### src/rtl/sonar_ranger_if.sv
// Signal bundle between the sonar ranging controller and its surroundings:
// sensor pins, mode-controller request lines and the result bus.
interface sonar_ranger_if #(
  parameter int CNT_W = 24
);
  logic             echo;
  logic             activate_sensor;
  logic             continuous;
  logic             trigger;
  logic             busy;
  logic             valid;
  logic             timeout;
  logic [CNT_W-1:0] echo_cycles;
  logic [3:0]       grid;
  logic [7:0]       grid_ascii;
  logic [2:0]       fsm_state;

  // valid is a one-cycle strobe with no ready/backpressure: the result fields
  // (timeout, echo_cycles, grid, grid_ascii) are stable from the valid cycle
  // until the next valid, so a consumer may sample them at any later time.
  modport master (
    output echo, activate_sensor, continuous,
    input  trigger, busy, valid, timeout, echo_cycles, grid, grid_ascii, fsm_state
  );

  modport slave (
    input  echo, activate_sensor, continuous,
    output trigger, busy, valid, timeout, echo_cycles, grid, grid_ascii, fsm_state
  );
endinterface

### src/rtl/sonar_ranger.sv
// HC-SR04 style ranging controller: trigger generation, echo synchronisation
// and timing, grid binning by repeated step counting, timeout detection.
module sonar_ranger #(
  parameter int CNT_W            = 24,
  parameter int TRIG_CYCLES      = 1000,
  parameter int ECHO_WAIT_CYCLES = 2_000_000,
  parameter int GRID_STEP        = 245_000,
  parameter int N_GRID           = 4,
  parameter int MAX_ECHO_CYCLES  = 2_500_000,
  parameter int PERIOD_CYCLES    = 10_000_000
) (
  input logic          clk,
  input logic          reset,
  sonar_ranger_if.slave bus
);

  localparam logic [CNT_W-1:0] TRIG_LAST   = CNT_W'(TRIG_CYCLES - 1);
  localparam logic [CNT_W-1:0] WAIT_LAST   = CNT_W'(ECHO_WAIT_CYCLES - 1);
  localparam logic [CNT_W-1:0] STEP_LAST   = CNT_W'(GRID_STEP - 1);
  localparam logic [CNT_W-1:0] MAX_LAST    = CNT_W'(MAX_ECHO_CYCLES - 1);
  localparam logic [CNT_W-1:0] PERIOD_LAST = CNT_W'(PERIOD_CYCLES - 1);
  localparam logic [3:0]       N_GRID_L    = 4'(N_GRID);

  typedef enum logic [2:0] {
    ST_IDLE      = 3'd0,
    ST_TRIGGER   = 3'd1,
    ST_WAIT_ECHO = 3'd2,
    ST_MEASURE   = 3'd3,
    ST_HOLDOFF   = 3'd4
  } state_t;

  state_t           state_q, state_d;
  logic [1:0]       echo_sync_q, echo_sync_d;
  logic [CNT_W-1:0] trig_cnt_q, trig_cnt_d;
  logic [CNT_W-1:0] wait_cnt_q, wait_cnt_d;
  logic [CNT_W-1:0] echo_cnt_q, echo_cnt_d;
  logic [CNT_W-1:0] step_cnt_q, step_cnt_d;
  logic [CNT_W-1:0] period_cnt_q, period_cnt_d;
  logic [3:0]       grid_acc_q, grid_acc_d;
  logic             trigger_q, trigger_d;
  logic             valid_q, valid_d;
  logic             timeout_q, timeout_d;
  logic [CNT_W-1:0] echo_cycles_q, echo_cycles_d;
  logic [3:0]       grid_q, grid_d;
  logic             echo_s;
  logic             start;
  logic             count;

  assign echo_s = echo_sync_q[1];

  always_comb begin
    state_d       = state_q;
    echo_sync_d   = {echo_sync_q[0], bus.echo};
    trig_cnt_d    = trig_cnt_q;
    wait_cnt_d    = wait_cnt_q;
    echo_cnt_d    = echo_cnt_q;
    step_cnt_d    = step_cnt_q;
    grid_acc_d    = grid_acc_q;
    period_cnt_d  = (period_cnt_q == PERIOD_LAST) ? period_cnt_q : period_cnt_q + 1'b1;
    valid_d       = 1'b0;
    timeout_d     = timeout_q;
    echo_cycles_d = echo_cycles_q;
    grid_d        = grid_q;
    start         = 1'b0;
    count         = 1'b0;

    case (state_q)
      ST_IDLE: begin
        period_cnt_d = '0;
        if (bus.activate_sensor) start = 1'b1;
      end
      ST_TRIGGER: begin
        trig_cnt_d = trig_cnt_q + 1'b1;
        if (trig_cnt_q == TRIG_LAST) begin
          state_d    = ST_WAIT_ECHO;
          wait_cnt_d = '0;
        end
      end
      ST_WAIT_ECHO: begin
        // A level test, so an echo already high on entry counts as a rise and
        // its first synchronised cycle is included in the width.
        if (echo_s) begin
          state_d = ST_MEASURE;
          count   = 1'b1;
        end else if (wait_cnt_q == WAIT_LAST) begin
          state_d       = ST_HOLDOFF;
          valid_d       = 1'b1;
          timeout_d     = 1'b1;
          grid_d        = 4'd0;
          echo_cycles_d = echo_cnt_q;
        end else begin
          wait_cnt_d = wait_cnt_q + 1'b1;
        end
      end
      ST_MEASURE: begin
        if (!echo_s) begin
          state_d       = ST_HOLDOFF;
          valid_d       = 1'b1;
          timeout_d     = 1'b0;
          echo_cycles_d = echo_cnt_q;
          grid_d        = (grid_acc_q < N_GRID_L) ? grid_acc_q + 4'd1 : 4'd0;
        end else begin
          count = 1'b1;
          if (echo_cnt_q == MAX_LAST) begin
            state_d       = ST_HOLDOFF;
            valid_d       = 1'b1;
            timeout_d     = 1'b1;
            grid_d        = 4'd0;
            echo_cycles_d = echo_cnt_q + 1'b1;
          end
        end
      end
      ST_HOLDOFF: begin
        if (period_cnt_q == PERIOD_LAST) begin
          if (bus.continuous && bus.activate_sensor) start = 1'b1;
          else                                       state_d = ST_IDLE;
        end
      end
      default: state_d = ST_IDLE;
    endcase

    // Grid binning without a divider: step_cnt wraps every GRID_STEP counted
    // cycles and each wrap advances the saturating cell accumulator.
    if (count) begin
      echo_cnt_d = echo_cnt_q + 1'b1;
      if (step_cnt_q == STEP_LAST) begin
        step_cnt_d = '0;
        if (grid_acc_q != N_GRID_L) grid_acc_d = grid_acc_q + 4'd1;
      end else begin
        step_cnt_d = step_cnt_q + 1'b1;
      end
    end

    if (start) begin
      state_d      = ST_TRIGGER;
      trig_cnt_d   = '0;
      wait_cnt_d   = '0;
      echo_cnt_d   = '0;
      step_cnt_d   = '0;
      grid_acc_d   = '0;
      period_cnt_d = '0;
    end

    trigger_d = (state_d == ST_TRIGGER);
  end

  always_ff @(posedge clk or posedge reset) begin
    if (reset) begin
      state_q       <= ST_IDLE;
      echo_sync_q   <= '0;
      trig_cnt_q    <= '0;
      wait_cnt_q    <= '0;
      echo_cnt_q    <= '0;
      step_cnt_q    <= '0;
      period_cnt_q  <= '0;
      grid_acc_q    <= '0;
      trigger_q     <= 1'b0;
      valid_q       <= 1'b0;
      timeout_q     <= 1'b0;
      echo_cycles_q <= '0;
      grid_q        <= '0;
    end else begin
      state_q       <= state_d;
      echo_sync_q   <= echo_sync_d;
      trig_cnt_q    <= trig_cnt_d;
      wait_cnt_q    <= wait_cnt_d;
      echo_cnt_q    <= echo_cnt_d;
      step_cnt_q    <= step_cnt_d;
      period_cnt_q  <= period_cnt_d;
      grid_acc_q    <= grid_acc_d;
      trigger_q     <= trigger_d;
      valid_q       <= valid_d;
      timeout_q     <= timeout_d;
      echo_cycles_q <= echo_cycles_d;
      grid_q        <= grid_d;
    end
  end

  assign bus.trigger     = trigger_q;
  assign bus.busy        = (state_q != ST_IDLE);
  assign bus.valid       = valid_q;
  assign bus.timeout     = timeout_q;
  assign bus.echo_cycles = echo_cycles_q;
  assign bus.grid        = grid_q;
  assign bus.grid_ascii  = 8'h30 + {4'h0, grid_q};
  assign bus.fsm_state   = state_q;

endmodule

### src/flat_wrapper.sv
// flat-port wrapper written by rule: the top's interface ports become plain ports
module sonar_ranger_flat 
#(
  parameter int CNT_W            = 24,
  parameter int TRIG_CYCLES      = 1000,
  parameter int ECHO_WAIT_CYCLES = 2_000_000,
  parameter int GRID_STEP        = 245_000,
  parameter int N_GRID           = 4,
  parameter int MAX_ECHO_CYCLES  = 2_500_000,
  parameter int PERIOD_CYCLES    = 10_000_000
)
  (clk, reset, bus_echo, bus_activate_sensor, bus_continuous, bus_trigger, bus_busy, bus_valid, bus_timeout, bus_echo_cycles, bus_grid, bus_grid_ascii, bus_fsm_state);
  sonar_ranger_if #(.CNT_W(CNT_W)) bus_i ();
  input logic clk;
  input logic reset;
  input wire logic [$bits(bus_i.echo)-1:0] bus_echo;
  input wire logic [$bits(bus_i.activate_sensor)-1:0] bus_activate_sensor;
  input wire logic [$bits(bus_i.continuous)-1:0] bus_continuous;
  output wire logic [$bits(bus_i.trigger)-1:0] bus_trigger;
  output wire logic [$bits(bus_i.busy)-1:0] bus_busy;
  output wire logic [$bits(bus_i.valid)-1:0] bus_valid;
  output wire logic [$bits(bus_i.timeout)-1:0] bus_timeout;
  output wire logic [$bits(bus_i.echo_cycles)-1:0] bus_echo_cycles;
  output wire logic [$bits(bus_i.grid)-1:0] bus_grid;
  output wire logic [$bits(bus_i.grid_ascii)-1:0] bus_grid_ascii;
  output wire logic [$bits(bus_i.fsm_state)-1:0] bus_fsm_state;
  assign bus_i.echo = bus_echo;
  assign bus_i.activate_sensor = bus_activate_sensor;
  assign bus_i.continuous = bus_continuous;
  assign bus_trigger = bus_i.trigger;
  assign bus_busy = bus_i.busy;
  assign bus_valid = bus_i.valid;
  assign bus_timeout = bus_i.timeout;
  assign bus_echo_cycles = bus_i.echo_cycles;
  assign bus_grid = bus_i.grid;
  assign bus_grid_ascii = bus_i.grid_ascii;
  assign bus_fsm_state = bus_i.fsm_state;
  sonar_ranger #(.CNT_W(CNT_W), .TRIG_CYCLES(TRIG_CYCLES), .ECHO_WAIT_CYCLES(ECHO_WAIT_CYCLES), .GRID_STEP(GRID_STEP), .N_GRID(N_GRID), .MAX_ECHO_CYCLES(MAX_ECHO_CYCLES), .PERIOD_CYCLES(PERIOD_CYCLES)) u_core (.clk(clk), .reset(reset), .bus(bus_i));
endmodule
### config.mk
export PLATFORM = sky130hd
export DESIGN_NAME = sonar_ranger_flat
export DESIGN_NICKNAME = d
export VERILOG_FILES = /design/src/rtl/sonar_ranger_if.sv /design/src/rtl/sonar_ranger.sv /design/src/flat_wrapper.sv
export SDC_FILE = /design/constraint.sdc
export NUM_CORES = 1
export LEC_CHECK = 0
export CAP_MARGIN = 10
export CORE_MARGIN = 2
export CORE_UTILIZATION = 25
export CTS_CLUSTER_DIAMETER = 120
export DETAILED_ROUTE_END_ITERATION = 12
export SLEW_MARGIN = 10
export SYNTH_ARGS = -nofsm -noshare
export SYNTH_HDL_FRONTEND = slang
export SYNTH_SLANG_ARGS = --single-unit
### constraint.sdc
create_clock -name clk -period 11.55 [get_ports clk]
set_clock_uncertainty 0.1 [all_clocks]
set_input_delay 2.31 -clock clk [delete_from_list [all_inputs] [get_ports clk]]
set_output_delay 2.31 -clock clk [all_outputs]
set_load 0.1 [all_outputs]
==> results.yml, run 1 <==
global_routing:
  grt_pass1_vias: 6313
  antenna_found_initial: 0
  overflow: 0
  grt_pass1_wl_um: 32100
  grt_usage_pct: 11.1
  grt_max_degree: 95
synth:
  yosysWarnings: 0
  synth-seq-cells: 160
  synth-edff-count: 0
  synth_top_family_by_area: "simple AND/OR/NAND/NOR gates"
  synthAdderAreaFrac_pct: 1.04
  synth_top_area_share_pct: 47.5
  synth.distinct_cells: 66
  ys_seq_area_share_pct: 47.5
  synthXorXnorAreaFrac_pct: 8.22
  synth.cell_area_mm2: 0.00842
  async_reset_ff_share_pct: 100
  synth-simple-area-share_pct: 24.4
  yosysMostFrequentCell: "dfrtp_1"
  synth_mux_area_share_pct: 0.238
  synthFlopType: "dfrtp_1"
  synth_area_leader_cell: "dfrtp_1"
  ys_top_cells_by_count: "dfrtp_1 (160), nor2_1 (132), nand2_1 (83)"
  synth-compound-area-share_pct: 14.2
  synth_area_per_cell_um2: 9.08
  synth_cells: 927
  synth_area_leaders: "dfrtp_1 (48%), nor2_1 (5.9%), xor2_1 (5.3%)"
finish:
  final_nets: 952
  nFillCells: 3513
  area_growth_syn_to_layout_pct: 17.0
  multi_input_area_mm2: 0.00408
  antennaDiodeCount: 0
  final-seq-area_mm2: 0.00400
  drive_gt1_share_pct: 6.09
setup_path:
  cp-end-kind: "output pin"
  crit_fanout: 13
  critPathRequiredTime_ps: 9140
  setup.worst_path.class: "flop to output pin"
  cp-start-kind: "flop"
  crit_arrival_ps: 2360
clocking:
  cts_resized: 0
  clk_latency_ps: 430
  ctsLongestPathBuffers: 2
  cts_setup_buffers: 0
  root_buffer: "clkbuf_16"
  hold_buffers: 0
  numCtsBuffers: 17
  h-tree-depth: 4
  cts_tree: "built"
  cts_sinks: 160
  clkTransAtPathRegs_ps: 60
placement:
  hpwl_um: 12500
  gp_congestion: 0.788
  io_buffers: 43
timing:
  period_share_pct: 41.3
  fmax_mhz: 210
  finalHoldViolations: 0
  setup_viol: 0
  fin_setup_tns_ps: 0
  finalCriticalPeriod_ps: 4770
  worst_pin_slew_ps: 989
  slew_headroom_pct: 33.9
  rsz0062_at_grt: "no"
  slew_viol_final: 0
die:
  die-width_um: 188
  core_mm2: 0.0334
  row_count: 67
  dieArea_mm2: 0.0352
  ioPinCount: 48
  die_y_um: 188
  initial_core_util_pct: 25.2
pwr:
  clkPwrFrac_pct: 51.4
  powerDensity_mw_per_mm2: 121
  p_sw_share_pct: 21.0
  finalPower_mw: 1.19
  leakagePower_nw: 3.94
  pwr-share-seq_pct: 47.0
  p_comb_share_pct: 1.6
  ir_drop_v: 0.0000849
  p_int_uw: 944
  p_sw_uw: 251
flow_run:
  max_cap_violations: 0
drt:
  antenna_left: 0
  dr.first_iter.drc_count: 460
  dr_total_vias: 6667
  drt_first_pass_iters: 5
  drt-vias-per-instance: 4.76
  drc: 0
  wl_per_cell_um: 13.6
  routed_wl_um: 19100
status:
  status: "finished, final reports clean"
worst_hold_path:
  hp-class: "flop to flop"
## power groups by stage
stage / sequential, mW / clock [mW] / combinational, mW
floorplan: 0.571 / 0 / 0.0156
global placement: 0.572 / 0 / 0.0199
detailed placement: 0.572 / 0 / 0.0200
CTS: 0.561 / 0.631 / 0.0201
global route: 0.561 / 0.657 / 0.0217
finish: 0.561 / 0.615 / 0.0189
## path summary, 6_finish.rpt
check | from | cells past startpoint | slack (ps) | to
worst max-delay path | u_core.bus.fsm_state[0]$_DFF_PP0_ | 3 | 6780 | bus_busy
worst min-delay path | u_core.echo_sync_q[0]$_DFF_PP0_ | 0 | 250 | u_core.echo_sync_q[1]$_DFF_PP0_
worst max register to register | u_core.period_cnt_q[0]$_DFFE_PP0P_ | 7 | 8180 | u_core.period_cnt_q[10]$_DFFE_PP0P_
worst min register to register | u_core.echo_sync_q[0]$_DFF_PP0_ | 0 | 250 | u_core.echo_sync_q[1]$_DFF_PP0_
max in group asynchronous | reset | 3 | 7630 | u_core.step_cnt_q[18]$_DFFE_PP0P_
min in group asynchronous | reset | 2 | 2330 | u_core.wait_cnt_q[3]$_DFFE_PP0P_
## flip-flops by register name (all words and copies together) (netlist names), 2 cells and up
name                    cells
u_core.bus.echo_cycles     24
u_core.bus.fsm_state        3
u_core.bus.grid             4
u_core.echo_cnt_q          24
u_core.echo_sync_q          2
u_core.grid_acc_q           4
u_core.period_cnt_q        24
u_core.step_cnt_q          24
u_core.trig_cnt_q          24
u_core.wait_cnt_q          24
## routing by layer
layer	GRT usage (%)	up-vias	part of all wire, %
met3	2.62	12	3.9
met2	17.7	124	46
li1	-	3308	-
met1	14.6	3223	48
met5	0	-	0
met4	3.88	0	1.6
## placed cells by master, fill, tap and decap left out, types with 7 or more instances in the layout
cell               n
nor4_1            14
a31oi_1           17
and4_1            10
and2_1            10
or3_1             10
and3_1            22
clkdlybuf4s50_1   43
nor3_1            11
nand2_1           83
nand4_1           40
xor2_1            51
inv_1             19
a21oi_1           45
nand3_1           43
a211oi_1           9
xnor2_1           28
dfrtp_1          160
o21ai_0           73
buf_4              7
o31ai_1           16
ha_1               7
clkbuf_16         17
nor2_1           131
## cell type report
cell class | instances | share of cell area, %
multi-input combinational | 691 | 41.4
sequential | 160 | 40.6
tap | 448 | 5.69
timing repair buffer | 50 | 4.90
clock buffer | 21 | 4.78
clock inverter | 11 | 1.80
inverter | 20 | 0.813
## critical path, stage by stage, from the launching register on
cell and delay (ps):
dfrtp_1 600, nor3_1 130, inv_1 80, clkdlybuf4s50_1 1120
## logic make-up (layout without fill, tap and decap cells)
| group | Yosys count | in the layout |
|---|---|---|
| flops | 160 | 160 |
| simple gates | 407 | 407 |
| fa+ha+maj | 7 | 7 |
| mux | 2 | 2 |
| other cells | 2 | 4 |
| buf+inv | 78 | 102 |
| xor+xnor | 79 | 79 |
| compound gates | 192 | 192 |
## per-stage QoR
stage	area (µm²)	hold slack (ps)	instances	utilization, %	setup WS, ps
floorplan	8430	231	929	-	4820
global placement	9200	239	1369	27.6	6430
detailed placement	9200	235	1369	27.6	6390
CTS	9850	250	1401	29.5	6770
global route	9850	261	1401	29.5	6630
finish	9850	248	1401	29.5	6780
Note: power is estimated with default switching activity, not from simulation.
==> run 2: changes to the inputs <==
==> constraint.sdc (replaced) <==
create_clock -name clk -period 3.9 [get_ports clk]
set_clock_uncertainty 0.1 [all_clocks]
set_input_delay 0.78 -clock clk [delete_from_list [all_inputs] [get_ports clk]]
set_output_delay 0.78 -clock clk [all_outputs]
set_load 0.1 [all_outputs]
==> results.yml, run 2 (synthesis results as in run 1) <==
setup_path:
  ff2ff_setup_slack_ps: 770
  critPathRequiredTime_ps: 3020
  crit_fanout: 13
  crit_arrival_ps: 2440
  cp-end-kind: "output pin"
  r2r-end: "u_core.wait_cnt_q[22]$_DFFE_PP0P_"
  r2r_start: "u_core.wait_cnt_q[0]$_DFFE_PP0P_"
  ff2ff_path_depth: 7
  setup.worst_path.class: "flop to output pin"
  cp-start-kind: "flop"
worst_hold_path:
  holdPathStages: 0
  hp-class: "flop to flop"
  holdPathEnd: "u_core.echo_sync_q[1]$_DFF_PP0_"
  min-delay-start: "u_core.echo_sync_q[0]$_DFF_PP0_"
timing:
  rsz0062_at_grt: "no"
  worst_pin_slew_ps: 1030
  finalHoldViolations: 0
  slew_viol_final: 0
  setup_viol: 0
  fin_ws_ps: 584
  slew_headroom_pct: 31.4
  period_share_pct: 85.0
  fmax_mhz: 302
  finalCriticalPeriod_ps: 3320
  fin_setup_tns_ps: 0
clocking:
  clk_latency_ps: 440
  cts_sinks: 160
  root_buffer: "clkbuf_16"
  h-tree-depth: 4
  cts_setup_buffers: 0
  numCtsBuffers: 17
  hold_buffers: 0
  clkTransAtPathRegs_ps: 70
  cts_resized: 0
  cts_tree: "built"
  ctsLongestPathBuffers: 2
finish:
  post-route-cell-area_mm2: 0.00982
  antennaDiodeCount: 0
  drive_gt1_share_pct: 6.68
  mostFrequentLayoutCells: "dfrtp_1 (160), nor2_1 (131), nand2_1 (83)"
  final_nets: 957
  area_growth_syn_to_layout_pct: 16.6
  layout_commonest_cell: "dfrtp_1"
global_routing:
  overflow: 0
  grt_pass1_vias: 6451
  grt_pass1_wl_um: 33000
  antenna_found_initial: 0
  grt_usage_pct: 11.4
  grt_max_degree: 55
pwr:
  powerDensity_mw_per_mm2: 337
  ir_drop_v: 0.000305
  leakagePower_nw: 3.94
placement:
  gp_congestion: 0.803
  placed_cell_area_mm2: 0.00927
  pre_cts_ws_ps: 476
  io_buffers: 43
  hpwl_um: 13200
flow_run:
  max_cap_violations: 0
die:
  dieArea_mm2: 0.0352
  row_count: 67
  initial_core_util_pct: 25.2
  die-width_um: 188
  core_mm2: 0.0334
  ioPinCount: 48
  die_y_um: 188
drt:
  drc: 0
  dr.first_iter.drc_count: 539
  drt_first_pass_iters: 5
  drt-vias-per-instance: 4.80
  wl_per_cell_um: 13.9
  antenna_left: 0
  dr_total_vias: 6748
  routed_wl_um: 19600
status:
  status: "finished, final reports clean"
==> run 2: cell types whose count changed in the layout (fill, tap and decap cells not counted), sizes merged <==
cell and change:
clkdlybuf4s50 -1, clkinv +2, bufinv -4, inv +5
clkbuf -2, buf +6, clkinvlp -1
==> run 2: routing by layer <==
metal,global-route usage (%),wire (µm),vias to the layer above
li1,-,-,3319
met1,15.1,9480,3289
met2,18.4,9140,117
met3,2.28,665,23
met4,4.06,303,0
met5,0,0,-
==> run 2: per-stage QoR <==
stage	hold slack [ps]	power, mW	instances	utilization [%]
global placement	242	1.76	1374	27.8
CTS	262	3.35	1406	29.4
global route	269	3.43	1406	29.4
finish	254	3.31	1406	29.4
floorplan	231	1.74	929	-
detailed placement	245	1.76	1374	27.8
==> run 2: layout make-up <==
| class | count | area (µm²) |
|---|---|---|
| repair buffers | 55 | 556 |
| fillers | 3531 | 23500 |
| multi-input cells | 691 | 4080 |
| inverters | 20 | 78.8 |
| clock inverters | 13 | 104 |
| flip-flops and latches | 160 | 4000 |
| well taps | 448 | 561 |
| clock buffers | 19 | 443 |
==> run 2: how the worst max path moves through the flow <==
stage / depth (start not counted) / start / endpoint / slack, ps
2_1_floorplan: 1 / reset / u_core.bus.echo_cycles[0]$_DFFE_PP0P_ / 990
3_3_place_gp: 7 / bus_continuous / u_core.wait_cnt_q[17]$_DFFE_PP0P_ / 500
3_5_place_dp: 8 / bus_continuous / u_core.wait_cnt_q[22]$_DFFE_PP0P_ / 480
4_1_cts: 3 / u_core.bus.fsm_state[0]$_DFF_PP0_ / bus_busy / 600
5_1_grt: 7 / u_core.wait_cnt_q[0]$_DFFE_PP0P_ / u_core.wait_cnt_q[17]$_DFFE_PP0P_ / 490
6_report: 3 / u_core.bus.fsm_state[0]$_DFF_PP0_ / bus_busy / 580
==> run 2: power by group <==
group          internal, mW  switching, mW  total, mW
combinational       0.00995         0.0517     0.0617
clock                 0.846          0.743       1.59
sequential             1.66        0.00200       1.66
==> run 2: critical path, stage by stage, from the launching register on <==
cell and delay [ps]:
dfrtp_1 630, nor3_1 150, inv_1 90, clkdlybuf4s50_1 1130
==> run 3: changes to the inputs <==
--- a/config.mk
+++ b/config.mk
@@ -5,6 +5,7 @@
 export SDC_FILE = /design/constraint.sdc
 export NUM_CORES = 1
 export LEC_CHECK = 0
+export ABC_AREA = 1
 export CAP_MARGIN = 10
 export CORE_MARGIN = 2
 export CORE_UTILIZATION = 25
==> results.yml, run 3 <==
global_routing:
  overflow: 0
  grt_pass1_vias: 8842
  grt_max_degree: 41
  grt_usage_pct: 13.4
  grt_pass1_wl_um: 44900
  antenna_found_initial: 0
timing:
  worst_pin_slew_ps: 1020
  fin_setup_tns_ps: 0
  finalHoldViolations: 0
  fmax_mhz: 334
  finalCriticalPeriod_ps: 3000
  setup_viol: 0
  slew_headroom_pct: 31.8
  period_share_pct: 76.9
  slew_viol_final: 0
  hold_slack_ps: 249
  rsz0062_at_grt: "no"
die:
  core_mm2: 0.0388
  dieArea_mm2: 0.0412
  die-width_um: 203
  row_count: 72
  initial_core_util_pct: 25.5
  ioPinCount: 48
  die_y_um: 203
placement:
  hpwl_um: 19400
  gp_congestion: 0.893
  io_buffers: 43
  placed_cell_area_mm2: 0.0108
clocking:
  ctsLongestPathBuffers: 2
  hold_buffers: 0
  numCtsBuffers: 17
  cts_setup_buffers: 0
  clk_latency_ps: 450
  root_buffer: "clkbuf_16"
  cts_sinks: 160
  cts_tree: "built"
  cts_resized: 0
  clkTransAtPathRegs_ps: 60
  h-tree-depth: 4
finish:
  layout_commonest_cell: "nand2_1"
  final_nets: 1480
  antennaDiodeCount: 0
  mostFrequentLayoutCells: "nand2_1 (432), nor2_1 (210), nand3_1 (162)"
  drive_gt1_share_pct: 5.40
  nFillCells: 4158
  post-route-cell-area_mm2: 0.0115
  area_growth_syn_to_layout_pct: 15.9
setup_path:
  cp_slowest_cell: "clkdlybuf4s50_1"
  cp-start-kind: "flop"
  crit_fanout: 5
  r2r_start: "u_core.wait_cnt_q[0]$_DFFE_PP0P_"
  setup.worst_path.class: "flop to output pin"
  crit_arrival_ps: 2120
  critPathLaunch: "u_core.bus.fsm_state[1]$_DFF_PP0_"
  worst-path-buf-inv: 1
  max_stage_delay_ps: 1200
  ff2ff_setup_slack_ps: 1160
  ff2ff_path_depth: 10
  path_cells: "clkdlybuf4s50_1"
  cp-end-kind: "output pin"
  crit_family: "buffers and inverters"
  r2r-end: "u_core.wait_cnt_q[22]$_DFFE_PP0P_"
  critPathRequiredTime_ps: 3020
synth:
  synth.cell_area_mm2: 0.00989
  synth_cells: 1437
  synth_area_per_cell_um2: 6.88
  synth-simple-area-share_pct: 41.1
  synth_top_family_by_area: "simple AND/OR/NAND/NOR gates"
  ys_seq_area_share_pct: 40.5
  synth_mux_area_share_pct: 0
  async_reset_ff_share_pct: 100
  synthFlopType: "dfrtp_1"
  synth_area_leaders: "dfrtp_1 (41%), nand2_1 (16%), nand3_1 (8.2%)"
  yosysMostFrequentCell: "nand2_1"
  synth.distinct_cells: 38
  ys_top_cells_by_count: "nand2_1 (432), nor2_1 (210), nand3_1 (162)"
  synth-compound-area-share_pct: 4.76
  synthAdderAreaFrac_pct: 0.886
  synth-edff-count: 0
  synth_area_leader_cell: "dfrtp_1"
  synth-seq-cells: 160
  yosysWarnings: 0
  synth_top_area_share_pct: 40.5
  synthXorXnorAreaFrac_pct: 3.99
flow_run:
  max_cap_violations: 0
worst_hold_path:
  holdPathStages: 0
  min-delay-start: "u_core.echo_sync_q[0]$_DFF_PP0_"
  holdPathEnd: "u_core.echo_sync_q[1]$_DFF_PP0_"
  hp-class: "flop to flop"
drt:
  drt-vias-per-instance: 4.65
  drt_first_pass_iters: 5
  routed_wl_um: 26600
  wl_per_cell_um: 13.3
  dr.first_iter.drc_count: 775
  dr_total_vias: 9303
  drc: 0
  antenna_left: 0
pwr:
  p_int_mw: 2.70
  p_sw_uw: 817
  p_sw_share_pct: 23.2
  p_comb_share_pct: 1.9
  powerDensity_mw_per_mm2: 307
  leakagePower_nw: 5.72
  clkPwrFrac_pct: 50.9
  pwr-share-seq_pct: 47.2
  ir_drop_v: 0.000299
status:
  status: "finished, final reports clean"
[run 3: cell count changes after synthesis, moves of 13 or more]
cell      before  now
and3_1        22    2
nor2_1       132  210
a21oi_1       45   11
nand3_1       43  162
nor3_1        11   46
clkbuf_1      31    8
o31ai_1       16    2
inv_1         20  144
nand4_1       40   54
xnor2_1       28    5
nor4_1        14    1
nand2_1       83  432
a31oi_1       17    0
o21ai_0       73   51
[run 3: power groups by stage]
| stage | clock network [mW] | registers [mW] | logic (mW) |
|---|---|---|---|
| 2_1_floorplan | 0 | 1.69 | 0.0464 |
| 3_3_place_gp | 0 | 1.69 | 0.0693 |
| 3_5_place_dp | 0 | 1.69 | 0.0697 |
| 5_1_grt | 1.89 | 1.66 | 0.0758 |
| 4_1_cts | 1.83 | 1.66 | 0.0698 |
| 6_report | 1.79 | 1.66 | 0.0663 |
[run 3: routing by layer]
layer	share of wire [%]	vias up	routed length (µm)	track usage, %
met5	0	-	0	0
met4	2.1	0	557	4.80
met3	3.8	26	1010	2.09
met2	47	191	12400	21.8
met1	47	4419	12600	17.9
li1	-	4667	-	-
[run 3: metrics by stage]
step	util [%]	total power [mW]	worst slack, ps	instances
floorplan	-	1.74	991	1439
global placement	27.9	1.76	902	1967
detailed placement	27.9	1.76	847	1967
CTS	29.5	3.56	854	1999
global route	29.5	3.63	740	1999
finish	29.5	3.52	902	1999
[run 3: final cells by class]
type / count / area, µm² / share of cell area, %
Clock buffer: 17 / 425 / 3.71
Clock inverter: 15 / 195 / 1.70
Inverter: 151 / 571 / 4.98
Multi-Input combinational cell: 1080 / 5030 / 44.0
Sequential cell: 160 / 4000 / 35.0
Tap cell: 518 / 648 / 5.66
Timing Repair Buffer: 58 / 576 / 5.03
[run 3: worst max-delay path by stage]
stage / to / cells after the start / slack, ps
after floorplan: u_core.bus.echo_cycles[0]$_DFFE_PP0P_ / 1 / 990
after detailed placement: u_core.wait_cnt_q[11]$_DFFE_PP0P_ / 9 / 850
final: bus_fsm_state[1] / 1 / 900
after CTS: bus_busy / 5 / 850
after global placement: u_core.wait_cnt_q[20]$_DFFE_PP0P_ / 9 / 900
after global routing: bus_busy / 5 / 740
[run 3: logic make-up (layout without fill, tap and decap cells)]
family,Yosys count,in the layout
simple gates,939,939
compound gates,85,85
other cells,2,4
buf+inv,199,241
flops,160,160
fa+ha+maj,7,7
xor+xnor,45,45
